==> src/rtl/sdio_spi_xfer_pkg.sv <==
// Shared constants for the SD-card SPI slave datapath: SPI mode, error-flag
// bit positions and default word geometry.
package sdio_spi_xfer_pkg;

   localparam logic [1:0] SPI_MODE = 2'd0;
   localparam logic       SPI_CPOL = SPI_MODE[1];

   localparam int ERR_TX_UNDERRUN = 0;
   localparam int ERR_RX_OVERRUN  = 1;
   localparam int ERR_TX_OVERFLOW = 2;
   localparam int ERR_W           = 3;

   localparam int         DEFAULT_DW        = 8;
   localparam logic [7:0] DEFAULT_IDLE_FILL = 8'hFF;

endpackage

==> src/rtl/sdio_spi_xfer_sync_fifo.sv <==
// Single-clock show-ahead FIFO with extra-MSB pointers; a push into a full
// FIFO is refused even when a pop happens in the same cycle.
module sdio_sync_fifo #(
   parameter int DW    = 8,
   parameter int DEPTH = 16
) (
   input  logic                     i_clk,
   input  logic                     i_rst_n,
   input  logic                     i_push,
   input  logic [DW-1:0]            i_din,
   input  logic                     i_pop,
   output logic [DW-1:0]            o_dout,
   output logic                     o_full,
   output logic                     o_empty,
   output logic [$clog2(DEPTH):0]   o_level
);

   localparam int AW = $clog2(DEPTH);

   logic [DW-1:0] r_mem [DEPTH];
   logic [AW:0]   r_wr_ptr;
   logic [AW:0]   r_rd_ptr;
   logic          w_do_push;
   logic          w_do_pop;

   assign o_empty   = (r_wr_ptr == r_rd_ptr);
   assign o_full    = (r_wr_ptr[AW] != r_rd_ptr[AW]) &&
                      (r_wr_ptr[AW-1:0] == r_rd_ptr[AW-1:0]);
   assign o_level   = r_wr_ptr - r_rd_ptr;
   assign w_do_push = i_push && !o_full;
   assign w_do_pop  = i_pop && !o_empty;
   assign o_dout    = o_empty ? '0 : r_mem[r_rd_ptr[AW-1:0]];

   // NOTE: storage is deliberately not reset; the pointers alone define validity.
   always_ff @(posedge i_clk) begin
      if (w_do_push) r_mem[r_wr_ptr[AW-1:0]] <= i_din;
   end

   // NOTE: sequential state uses non-blocking assignments so every flop samples pre-edge values.
   always_ff @(posedge i_clk or negedge i_rst_n) begin
      if (!i_rst_n) begin
         r_wr_ptr <= '0;
         r_rd_ptr <= '0;
      end else begin
         if (w_do_push) r_wr_ptr <= r_wr_ptr + (AW+1)'(1);
         if (w_do_pop)  r_rd_ptr <= r_rd_ptr + (AW+1)'(1);
      end
   end

endmodule

==> src/rtl/sdio_spi_xfer.sv <==
// Full-duplex SPI mode-0 slave: host TX FIFO shifted out MSB-first on DO while
// DI is assembled into words for the RX FIFO, all on the single ICLK domain.
module sdio_spi_xfer
   import sdio_spi_xfer_pkg::*;
#(
   parameter int            DW          = DEFAULT_DW,
   parameter int            TX_DEPTH    = 16,
   parameter int            RX_DEPTH    = 16,
   parameter int            SYNC_STAGES = 2,
   parameter logic [DW-1:0] IDLE_FILL   = DW'(DEFAULT_IDLE_FILL)
) (
   input  logic                        ICLK,
   input  logic                        ResetN,
   input  logic                        WriteN,
   input  logic [DW-1:0]               HostDin,
   input  logic                        RdN,
   output logic [DW-1:0]               HostDout,
   output logic                        TxFull,
   output logic [$clog2(TX_DEPTH):0]   TxLevel,
   output logic                        RxEmpty,
   output logic [ERR_W-1:0]            ErrFlags,
   input  logic                        ErrClrN,
   input  logic                        SCLK,
   input  logic                        CSn,
   input  logic                        DI,
   output logic                        DO,
   output logic                        DO_OE
);

   localparam int            BW       = $clog2(DW);
   localparam logic [BW-1:0] LAST_BIT = BW'(DW-1);

   logic [SYNC_STAGES-1:0] r_sclk_sync, r_csn_sync, r_di_sync;
   logic                   r_sclk_d, r_csn_d;
   logic [BW-1:0]          r_bitcnt;
   logic [DW-2:0]          r_rx_shreg;
   logic [DW-1:0]          r_tx_shreg;
   logic                   r_first_fall;
   logic [ERR_W-1:0]       r_err;

   logic                   w_sclk_s, w_csn_s, w_di_s;
   logic                   w_frame_start, w_frame_end, w_sample, w_shift;
   logic                   w_load, w_tx_pop, w_rx_push;
   logic [DW-1:0]          w_rx_word, w_tx_dout;
   logic                   w_tx_empty, w_rx_full;
   logic [ERR_W-1:0]       w_err_set;
   logic [$clog2(RX_DEPTH):0] w_unused_rx_level;

   assign w_sclk_s = r_sclk_sync[SYNC_STAGES-1];
   assign w_csn_s  = r_csn_sync[SYNC_STAGES-1];
   assign w_di_s   = r_di_sync[SYNC_STAGES-1];

   assign w_frame_start = !w_csn_s && r_csn_d;
   assign w_frame_end   = w_csn_s && !r_csn_d;
   // Edges landing on the frame-start cycle are dropped; the master must lead SCLK with CSn.
   assign w_sample = !w_csn_s && !w_frame_start && (w_sclk_s != r_sclk_d) && (w_sclk_s != SPI_CPOL);
   assign w_shift  = !w_csn_s && !w_frame_start && (w_sclk_s != r_sclk_d) && (w_sclk_s == SPI_CPOL);
   assign w_rx_word = {r_rx_shreg, w_di_s};

   assign DO       = r_tx_shreg[DW-1];
   assign DO_OE    = !w_csn_s;
   assign ErrFlags = r_err;

   always_ff @(posedge ICLK or negedge ResetN) begin
      if (!ResetN) begin
         r_sclk_sync <= {SYNC_STAGES{SPI_CPOL}};
         r_csn_sync  <= '1;
         r_di_sync   <= '0;
         r_sclk_d    <= SPI_CPOL;
         r_csn_d     <= 1'b1;
      end else begin
         r_sclk_sync <= {r_sclk_sync[SYNC_STAGES-2:0], SCLK};
         r_csn_sync  <= {r_csn_sync[SYNC_STAGES-2:0], CSn};
         r_di_sync   <= {r_di_sync[SYNC_STAGES-2:0], DI};
         r_sclk_d    <= w_sclk_s;
         r_csn_d     <= w_csn_s;
      end
   end

   // NOTE: every always_comb output gets a default first so no latch can be inferred.
   always_comb begin
      w_load    = 1'b0;
      w_tx_pop  = 1'b0;
      w_rx_push = 1'b0;
      w_err_set = '0;
      if (w_frame_start)
         w_load = 1'b1;
      else if (w_shift && r_bitcnt == '0 && !r_first_fall)
         w_load = 1'b1;
      if (w_load) begin
         w_tx_pop                   = !w_tx_empty;
         w_err_set[ERR_TX_UNDERRUN] = w_tx_empty;
      end
      if (w_sample && r_bitcnt == LAST_BIT) begin
         w_rx_push                 = !w_rx_full;
         w_err_set[ERR_RX_OVERRUN] = w_rx_full;
      end
      w_err_set[ERR_TX_OVERFLOW] = !WriteN && TxFull;
   end

   always_ff @(posedge ICLK or negedge ResetN) begin
      if (!ResetN) begin
         r_bitcnt     <= '0;
         r_rx_shreg   <= '0;
         r_tx_shreg   <= IDLE_FILL;
         r_first_fall <= 1'b0;
         r_err        <= '0;
      end else begin
         r_err <= (ErrClrN ? r_err : '0) | w_err_set;
         if (w_frame_start || w_frame_end)
            r_bitcnt <= '0;
         else if (w_sample)
            r_bitcnt <= (r_bitcnt == LAST_BIT) ? '0 : r_bitcnt + BW'(1);
         if (w_sample) r_rx_shreg <= w_rx_word[DW-2:0];
         if (w_load)
            r_tx_shreg <= w_tx_empty ? IDLE_FILL : w_tx_dout;
         else if (w_shift && r_bitcnt != '0)
            r_tx_shreg <= {r_tx_shreg[DW-2:0], 1'b1};
         if (w_frame_start)
            r_first_fall <= 1'b1;
         else if (w_shift)
            r_first_fall <= 1'b0;
      end
   end

   sdio_sync_fifo #(.DW(DW), .DEPTH(TX_DEPTH)) u_tx_fifo (
      .i_clk   (ICLK),
      .i_rst_n (ResetN),
      .i_push  (!WriteN),
      .i_din   (HostDin),
      .i_pop   (w_tx_pop),
      .o_dout  (w_tx_dout),
      .o_full  (TxFull),
      .o_empty (w_tx_empty),
      .o_level (TxLevel)
   );

   sdio_sync_fifo #(.DW(DW), .DEPTH(RX_DEPTH)) u_rx_fifo (
      .i_clk   (ICLK),
      .i_rst_n (ResetN),
      .i_push  (w_rx_push),
      .i_din   (w_rx_word),
      .i_pop   (!RdN),
      .o_dout  (HostDout),
      .o_full  (w_rx_full),
      .o_empty (RxEmpty),
      .o_level (w_unused_rx_level)
   );

endmodule

==> config.mk <==
export PLATFORM = sky130hd
export DESIGN_NAME = sdio_spi_xfer
export DESIGN_NICKNAME = d
export VERILOG_FILES = /design/src/rtl/sdio_spi_xfer_pkg.sv /design/src/rtl/sdio_spi_xfer_sync_fifo.sv /design/src/rtl/sdio_spi_xfer.sv
export SDC_FILE = /design/constraint.sdc
export NUM_CORES = 1
export LEC_CHECK = 0
export ABC_AREA = 1
export BUFFER_PORTS_ARGS = -buffer_cell sky130_fd_sc_hd__buf_4
export CORE_ASPECT_RATIO = 0.6
export CORE_MARGIN = 2
export CORE_UTILIZATION = 60
export DETAILED_ROUTE_END_ITERATION = 16
export GPL_TIMING_DRIVEN = 0
export PLACE_DENSITY = 0.76
export SLEW_MARGIN = 5
export SYNTH_ARGS = -nofsm -noshare
export SYNTH_HDL_FRONTEND = slang
export SYNTH_SLANG_ARGS = --single-unit
==> constraint.sdc <==
create_clock -name ICLK -period 3.3 [get_ports ICLK]
set_clock_uncertainty 0.15 [all_clocks]
set_input_delay 0.165 -clock ICLK [delete_from_list [all_inputs] [get_ports ICLK]]
set_output_delay 0.165 -clock ICLK [all_outputs]
set_load 0.05 [all_outputs]
==> results of run 1 <==
[cell families after synthesis]
kind of cell             Yosys count  synth area share
AND/OR/NAND/NOR                  589             0.185
flip-flops                       306             0.677
adder cells (fa/ha/maj)           20            0.0195
AO/OA/AOI/OAI                    133            0.0535
XOR/XNOR                          23            0.0164
buffers and inverters            144            0.0487
[power by group]
part           switching [W]  internal (W)
Sequential          0.000280       0.00459
Combinational        0.00375       0.00158
Clock                0.00137       0.00170
[flip-flops by register name (all words and copies together) (netlist names)]
| register | flops |
|---|---|
| r_tx_shreg | 8 |
| r_sclk_d | 1 |
| u_rx_fifo.r_wr_ptr | 5 |
| r_bitcnt | 3 |
| r_di_sync | 2 |
| r_rx_shreg | 7 |
| u_tx_fifo.r_rd_ptr | 5 |
| r_sclk_sync | 2 |
| r_csn_d | 1 |
| u_rx_fifo.r_rd_ptr | 5 |
| r_first_fall | 1 |
| u_rx_fifo.r_mem | 128 |
| u_tx_fifo.r_mem | 128 |
| r_csn_sync | 2 |
| ErrFlags | 3 |
| u_tx_fifo.r_wr_ptr | 5 |
[routing by layer]
layer,track usage,up-vias
li1,-,4227
met1,0.437,4322
met2,0.379,429
met3,0.0668,38
met4,0.0526,0
met5,0,-
[layout make-up]
class	count	area share
Inverter	92	0.0232
Timing Repair Buffer	51	0.0284
Clock inverter	17	0.00756
Tap cell	286	0.0240
Clock buffer	37	0.0507
Multi-Input combinational cell	765	0.245
Sequential cell	306	0.601
Buffer	52	0.0201
[metrics by stage]
stage	setup TNS (ps)	setup WS [ps]	cells	utilization
6_report	0	42.2	1606	0.681
5_1_grt	-1790	-80.0	1606	0.681
4_1_cts	0	103	1606	0.680
3_5_place_dp	0	131	1536	0.633
3_3_place_gp	0	196	1536	0.633
2_1_floorplan	0	763	1215	-
[cells in the mapped netlist, drive strengths merged, types with 6 or more instances]
cell    count  area (um2)
dfrtp      39         976
xnor2       6        60.1
xor2       17         156
clkbuf     12        45.0
dfstp      11         289
nand3      83         425
ha         19         238
o21ai     104         520
inv        89         334
o211ai     16         120
buf        40         254
nor2      247         983
nand2     254         993
a21oi      12        60.1
edfxtp    256        7690
[worst paths after layout]
path	from	endpoint	slack, ps	cells past startpoint
max	u_tx_fifo.r_rd_ptr[1]	u_tx_fifo.r_mem[0][0]	40	9
min	ResetN	r_di_sync[1]	20	2
max reg2reg	u_tx_fifo.r_rd_ptr[1]	u_tx_fifo.r_mem[0][0]	40	9
min reg2reg	r_di_sync[0]	r_di_sync[1]	200	0
max in group asynchronous	ResetN	u_tx_fifo.r_wr_ptr[1]	2510	2
min in group ICLK	CSn	r_csn_sync[0]	120	2
[timing repair]
action,4_1_cts,5_1_grt
hold buffers,16,0
endpoints found under the hold margin,193,0
buffers inserted,0,0
resized for setup,0,8
setup endpoints to repair,0,89
==> impl_metrics.toml, run 1 <==
[outcome]
status = "complete, no violations"

[sta]
maxSlewViolCount = 0
hold_slack_ps = 23.1
finalSetupViolCount = 0
fin_crit_ps = 3260
slew_headroom = 0.400
hold_viol = 0
tightest_slew_ps = 897
grt_setup_unrepaired = "true"
fmax_ghz = 0.307
period_share = 0.987

[grt]
grt.overflow.total = 0
grt_max_degree = 51
grt_use_total = 0.272
grt_pass1_vias = 8602
grt_pass1_wl_mm = 47.7
antenna_found_initial = 0

[layout]
nNetsFinal = 1333
final_common_cell = "edfxtp_1"
num-fill-cells = 1607
seqCellArea_um2 = 8950
drive_gt1_frac = 0.120
fin_area_um2 = 14900
multi_input_area_um2 = 3650
area_growth_pct = 12.6
antenna_cells = 0
final_cell_mix = "edfxtp_1 (256), nand2_1 (246), nor2_1 (232)"

[critical_path]
critPathBufInv = 3
critPathMaxStageDelay_ps = 690
cp_slowest_cell = "nor2_1"
worstPathMaxFanout = 11
path_common_cell = "buf_2"
end_kind = "register"
path_class = "register to register"
crit_required_ps = 3310
path_cells = "buf_2 > inv_1 > buf_2 > ha_1 > nand4_1 > nor2_4 > nor2_8 > nand2_1 > nor2_1"
arrival_ps = 3270
crit_family = "simple AND/OR/NAND/NOR gates"
startpoint_type = "register"

[power]
total_power_w = 0.0133
p_per_area_nw_per_um2 = 891
ir_drop_uv = 825
leakagePower_nw = 5.94

[worst_hold_path]
hold_path.class = "primary input to asynchronous set/reset pin"

[detailed_routing]
drt-wirelength-per-cell_um = 19.0
ant_nets = 0
wl_met1_mm = 13.9
viasPerCell = 5.61
met2_wirelength_mm = 12.3
wirelength_mm = 30.5
drt_iter0_markers = 1100
num_vias = 9016
drtPass1Iterations = 5
drc = 0
route.top_layer_used = "met4"
dr_wl_met3_mm = 3.75

[clock_network]
numCtsBuffers = 29
cts_root_buffer = "clkbuf_16"
cts_tree = "yes"
clk_pin_slew_ps = 70
ctsHtreeMaxLevel = 1
clockBufferDepth = 3
clock_sinks = 306
worst_skew_pair.late_latency_ps = 540

[logic_synthesis]
yosys_warnings = 0
synth_edf_count = 256
synthFlopType = "edfxtp_1"
netlist_instances = 1215
ys_ff_latch = 306
async_reset_ff_frac = 0.163
synth_nets = 1251
synth.distinct_cells = 34
syn_area_per_cell_um2 = 10.9
ys_seq_area_frac = 0.677
syn-cell-area_um2 = 13200

[placement]
port_buffers = 35
place_congestion = 0.888
dpl_cell_area_um2 = 13800
dp_hpwl_mm = 21.2

[die]
die_x_um = 196
die_y_um = 119
initial_core_util = 0.605
fp.coreArea_um2 = 21900
die_area_um2 = 23300
ios = 36
rows = 42

[run]
cap_viol_max_count = 0
(Power assumes the default switching activity.)
==> inputs of run 2 (changes only) <==
- BUFFER_PORTS_ARGS: -buffer_cell sky130_fd_sc_hd__buf_4 -> -buffer_cell sky130_fd_sc_hd__clkbuf_2
- CORE_UTILIZATION: 60 -> 50
- PLACE_DENSITY: 0.76 -> 0.65
==> run 2 against run 1 <==
  * Worst setup slack improved by 24 ps
  * Via count fell by 0.42%
  * Sequential power barely moved
  * Critical endpoint is now u_tx_fifo.r_mem[5][3]
  * Core utilization fell by 11 points
  * The flow now finishes with violations (hold timing)
  * Highest routed layer is now met5
  * Largest power group unchanged
  * Hold slack got worse by 30 ps
  * Clock power rose by 7.8%
  * Combinational power fell by 0.8%
  * Non-clock buffer count fell by 4
  * Routed wire length rose by 10%
  * Critical path depth did not move
  * Power rose by 1.7%
==> impl_metrics.toml, run 2 (synthesis results as in run 1) <==
[grt]
grt_max_degree = 51
grt_pass1_vias = 8076
grt_pass1_wl_mm = 49.5
grt_use_total = 0.241
antenna_found_initial = 2
grt.overflow.total = 0

[die]
rows = 46
die_x_um = 214
die_area_um2 = 27800
ios = 36
die_y_um = 130
initial_core_util = 0.505
fp.coreArea_um2 = 26200

[detailed_routing]
drtPass1Iterations = 5
viasPerCell = 5.36
drc = 0
drt-wirelength-per-cell_um = 20.0
wirelength_mm = 33.6
ant_nets = 0
drt_iter0_markers = 1050
num_vias = 8978

[outcome]
status = "finished, violations left"
failed_checks = "hold timing"

[critical_path]
crit_required_ps = 3330
startpoint_type = "register"
rr_worst_depth = 9
arrival_ps = 3270
end_kind = "register"
worstPathMaxFanout = 11
path_class = "register to register"

[sta]
slew_headroom = 0.399
tightest_slew_ps = 898
maxSlewViolCount = 0
setup_slack_ps = 66.5
finalSetupViolCount = 0
hold_viol = 4
hold_slack_ps = -6.51
period_share = 0.980
grt_setup_unrepaired = "true"
fin_crit_ps = 3230
fmax_ghz = 0.309

[layout]
antenna_cells = 0
multi_input_area_um2 = 3660
final_util = 0.571
final_cell_mix = "edfxtp_1 (256), nand2_1 (246), nor2_1 (228)"
area_growth_pct = 13.1
seqCellArea_um2 = 8950
final_common_cell = "edfxtp_1"
drive_gt1_frac = 0.124
final_cells = 1676
num-fill-cells = 2210
nNetsFinal = 1329

[placement]
dp_worst_setup_slack_ps = 22.1
place_congestion = 0.922
post-place-cells = 1610
dp_hpwl_mm = 23.3
port_buffers = 35

[clock_network]
worst_skew_pair.late_latency_ps = 560
post_cts_buffers = 0
ctsHtreeMaxLevel = 1
cts_tree = "yes"
clk_pin_slew_ps = 60
numCtsBuffers = 29
cts_root_buffer = "clkbuf_16"
clockBufferDepth = 3
clock_sinks = 306

[power]
pwr-share-clk = 0.245
power_frac_seq = 0.362
leakagePower_nw = 5.93
internal_power_w = 0.00792
p_per_area_nw_per_um2 = 902
p_sw_frac = 0.413
ir_drop_uv = 724
p_comb_frac = 0.393
total_power_w = 0.0135
power.switching_w = 0.00557

[run]
cap_viol_max_count = 0

[worst_hold_path]
whs_path_depth = 1
hold_path.class = "primary input to register"
run 2: power groups by stage:
stage          Combinational (W)  Sequential [W]  Clock (W)
2_1_floorplan            0.00360         0.00486          0
3_3_place_gp             0.00509         0.00494          0
3_5_place_dp             0.00513         0.00495          0
4_1_cts                  0.00516         0.00488    0.00336
5_1_grt                  0.00571         0.00492    0.00350
6_report                 0.00529         0.00488    0.00331
run 2: metal layers:
| metal | part of all wire | wire length (um) | global-route usage | vias up |
|---|---|---|---|---|
| met4 | 0.015 | 504 | 0.0448 | 2 |
| met2 | 0.36 | 12100 | 0.287 | 394 |
| met5 | 0.00054 | 18 | 0 | - |
| met1 | 0.50 | 16900 | 0.407 | 4321 |
| li1 | - | - | - | 4220 |
| met3 | 0.12 | 4110 | 0.0830 | 41 |
run 2: repair_timing:
item | 4_1_cts | 5_1_grt
gates resized for setup | 1 | 11
hold buffers | 12 | 0
hold endpoints to repair | 129 | 0
endpoints found under the setup margin | 8 | 106
run 2: critical path, cell delays in order (launching register included):
cell     delay, ps
dfrtp_1        380
buf_2          190
inv_1          170
buf_2          370
ha_1           310
nand4_1        190
nor2_4         100
nor2_8         160
nand2_1        170
nor2_1         660
run 2: area by class of cell:
cell class / count / share of cell area
Inverter: 92 / 0.0231
Clock buffer: 47 / 0.0592
Tap cell: 360 / 0.0301
Clock inverter: 7 / 0.00418
Sequential cell: 306 / 0.599
Multi-Input combinational cell: 765 / 0.245
Buffer: 52 / 0.0200
Timing Repair Buffer: 47 / 0.0199
run 2: final timing paths:
| check | startpoint | end | slack, ps |
|---|---|---|---|
| worst max-delay path | u_tx_fifo.r_rd_ptr[1] | u_tx_fifo.r_mem[5][3] | 70 |
| worst min-delay path | HostDin[7] | u_tx_fifo.r_mem[8][7] | -7 |
| worst max register to register | u_tx_fifo.r_rd_ptr[1] | u_tx_fifo.r_mem[5][3] | 70 |
| worst min register to register | r_csn_sync[0] | r_csn_sync[1] | 210 |
| max in group asynchronous | ResetN | u_tx_fifo.r_rd_ptr[4] | 2400 |
| min in group asynchronous | ResetN | r_rx_shreg[4] | 70 |
run 2: stage by stage:
stage | instance area, um2 | TNS [ps]
2_1_floorplan | 13200 | 0
3_3_place_gp | 13900 | 0
3_5_place_dp | 13900 | 0
4_1_cts | 14900 | 0
5_1_grt | 15000 | -2210
6_report | 15000 | 0
==> inputs of run 3 (changes only) <==
- CORE_UTILIZATION: 50 -> 40
- PLACE_DENSITY: 0.65 -> 0.54
==> run 3 against run 2 <==
  * Register-to-register slack hardly changed
  * Clock-buffer cell count is 7 lower
  * Combinational power is 1% higher
  * Largest power group unchanged
  * The run now ends clean
  * Critical path type unchanged
==> impl_metrics.toml, run 3 (synthesis results as in run 1) <==
[sta]
maxSlewViolCount = 0
fin_crit_ps = 3230
tightest_slew_ps = 993
grt_setup_unrepaired = "true"
hold_slack_ps = 14.9
slew_headroom = 0.335
finalSetupViolCount = 0
period_share = 0.980
hold_viol = 0
fmax_ghz = 0.309

[grt]
grt_use_total = 0.202
grt_pass1_wl_mm = 51.0
antenna_found_initial = 1
met1_usage = 0.347
grt_max_degree = 51
grt_pass1_vias = 8167
grt.overflow.total = 0
top_usage_layer = "met1"
use_met2 = 0.244
grtUsageMet3 = 0.0525

[critical_path]
worstPathMaxFanout = 11
arrival_ps = 3280
startpoint_type = "register"
crit_required_ps = 3350
end_kind = "register"
path_class = "register to register"

[placement]
dp_hpwl_mm = 23.8
port_buffers = 35
place_congestion = 0.832

[power]
ir_drop_uv = 1240
pwr-share-clk = 0.250
p_per_area_nw_per_um2 = 904
power_frac_seq = 0.357
internal_power_w = 0.00799
power.switching_w = 0.00565
p_sw_frac = 0.414
total_power_w = 0.0136
p_comb_frac = 0.393
leakagePower_nw = 5.96

[detailed_routing]
viasPerCell = 5.11
wirelength_mm = 34.2
ant_nets = 0
drc = 0
drt-wirelength-per-cell_um = 19.6
drt_iter0_markers = 1017
num_vias = 8890
drtPass1Iterations = 5

[die]
die_y_um = 145
die_area_um2 = 34600
initial_core_util = 0.407
fp.coreArea_um2 = 32500
ios = 36
rows = 51
die_x_um = 239

[layout]
final_common_cell = "edfxtp_1"
antenna_cells = 0
final_cell_mix = "edfxtp_1 (256), nand2_1 (246), nor2_1 (226)"
num-fill-cells = 2939
area_growth_pct = 14.2
drive_gt1_frac = 0.131
nNetsFinal = 1330
multi_input_area_um2 = 3690
seqCellArea_um2 = 8950
final_util = 0.465

[clock_network]
worst_skew_pair.late_latency_ps = 560
clock_sinks = 306
clk_pin_slew_ps = 60
cts_tree = "yes"
numCtsBuffers = 30
cts_root_buffer = "clkbuf_16"
clockBufferDepth = 3
ctsHtreeMaxLevel = 1

[worst_hold_path]
hold_path.class = "primary input to register"

[outcome]
status = "complete, no violations"

[run]
cap_viol_max_count = 0
==> run 3: cell count changes in the layout (fill, tap and decap cells not counted), moves of 2 or more <==
cell / delta
clkbuf_8: -3
nor2_2: -4
nor2_4: +6
clkbuf_1: -6
nor2_1: -2
clkinv_2: +8
==> run 3: power groups by stage <==
stage          clock, W  sequential [W]  combinational [W]
6_report        0.00341         0.00487            0.00536
4_1_cts         0.00348         0.00488            0.00523
2_1_floorplan         0         0.00486            0.00360
3_3_place_gp          0         0.00495            0.00516
5_1_grt         0.00363         0.00491            0.00583
3_5_place_dp          0         0.00496            0.00519
==> run 3: worst paths after layout <==
check	start	endpoint	slack, ps	cells past startpoint
min in group asynchronous	ResetN	r_sclk_sync[0]	60	2
min	HostDin[1]	u_tx_fifo.r_mem[3][1]	10	1
max	u_tx_fifo.r_rd_ptr[1]	u_tx_fifo.r_mem[13][6]	70	9
min reg2reg	r_di_sync[0]	r_di_sync[1]	200	0
max reg2reg	u_tx_fifo.r_rd_ptr[1]	u_tx_fifo.r_mem[13][6]	70	9
max in group asynchronous	ResetN	u_tx_fifo.r_wr_ptr[1]	2460	2
==> run 3: layout make-up <==
cell class                 instances  share of cell area
tap                              424              0.0351
buffer                            52              0.0198
clock buffer                      40              0.0566
multi-input combinational        765               0.245
inverter                          92              0.0229
clock inverter                    15             0.00820
sequential                       306               0.593
timing repair buffer              47              0.0197
==> run 3: metal layers <==
layer | up-vias | routed length (um)
met5 | - | 0
met4 | 0 | 478
met3 | 31 | 3460
met2 | 312 | 12000
met1 | 4307 | 18200
li1 | 4240 | -
==> run 3: critical path, cell delays in order, from the launching register on <==
cell,delay (ps)
dfrtp_1,380
buf_2,190
inv_1,230
buf_2,360
ha_1,300
nand4_1,170
nor2_4,90
nor2_8,160
nand2_1,310
nor2_2,520
==> run 3: what timing repair did <==
| item | CTS | global route |
|---|---|---|
| pin swaps | 0 | 0 |
| setup buffers | 0 | 0 |
| endpoints found under the hold margin | 129 | 0 |
| setup endpoints to repair | 48 | 104 |
| resized for setup | 3 | 17 |
| hold buffers | 12 | 0 |
==> run 3: per-stage QoR <==
step / std cells / setup TNS [ps] / instance area, um2 / setup slack, ps
6_report: 1741 / 0 / 15100 / 66.7
5_1_grt: 1741 / -1730 / 15100 / -110
4_1_cts: 1741 / -433 / 15000 / -30.7
3_5_place_dp: 1674 / -670 / 13900 / -28.6
3_3_place_gp: 1674 / -74.8 / 13900 / -9.85
2_1_floorplan: 1215 / 0 / 13200 / 763
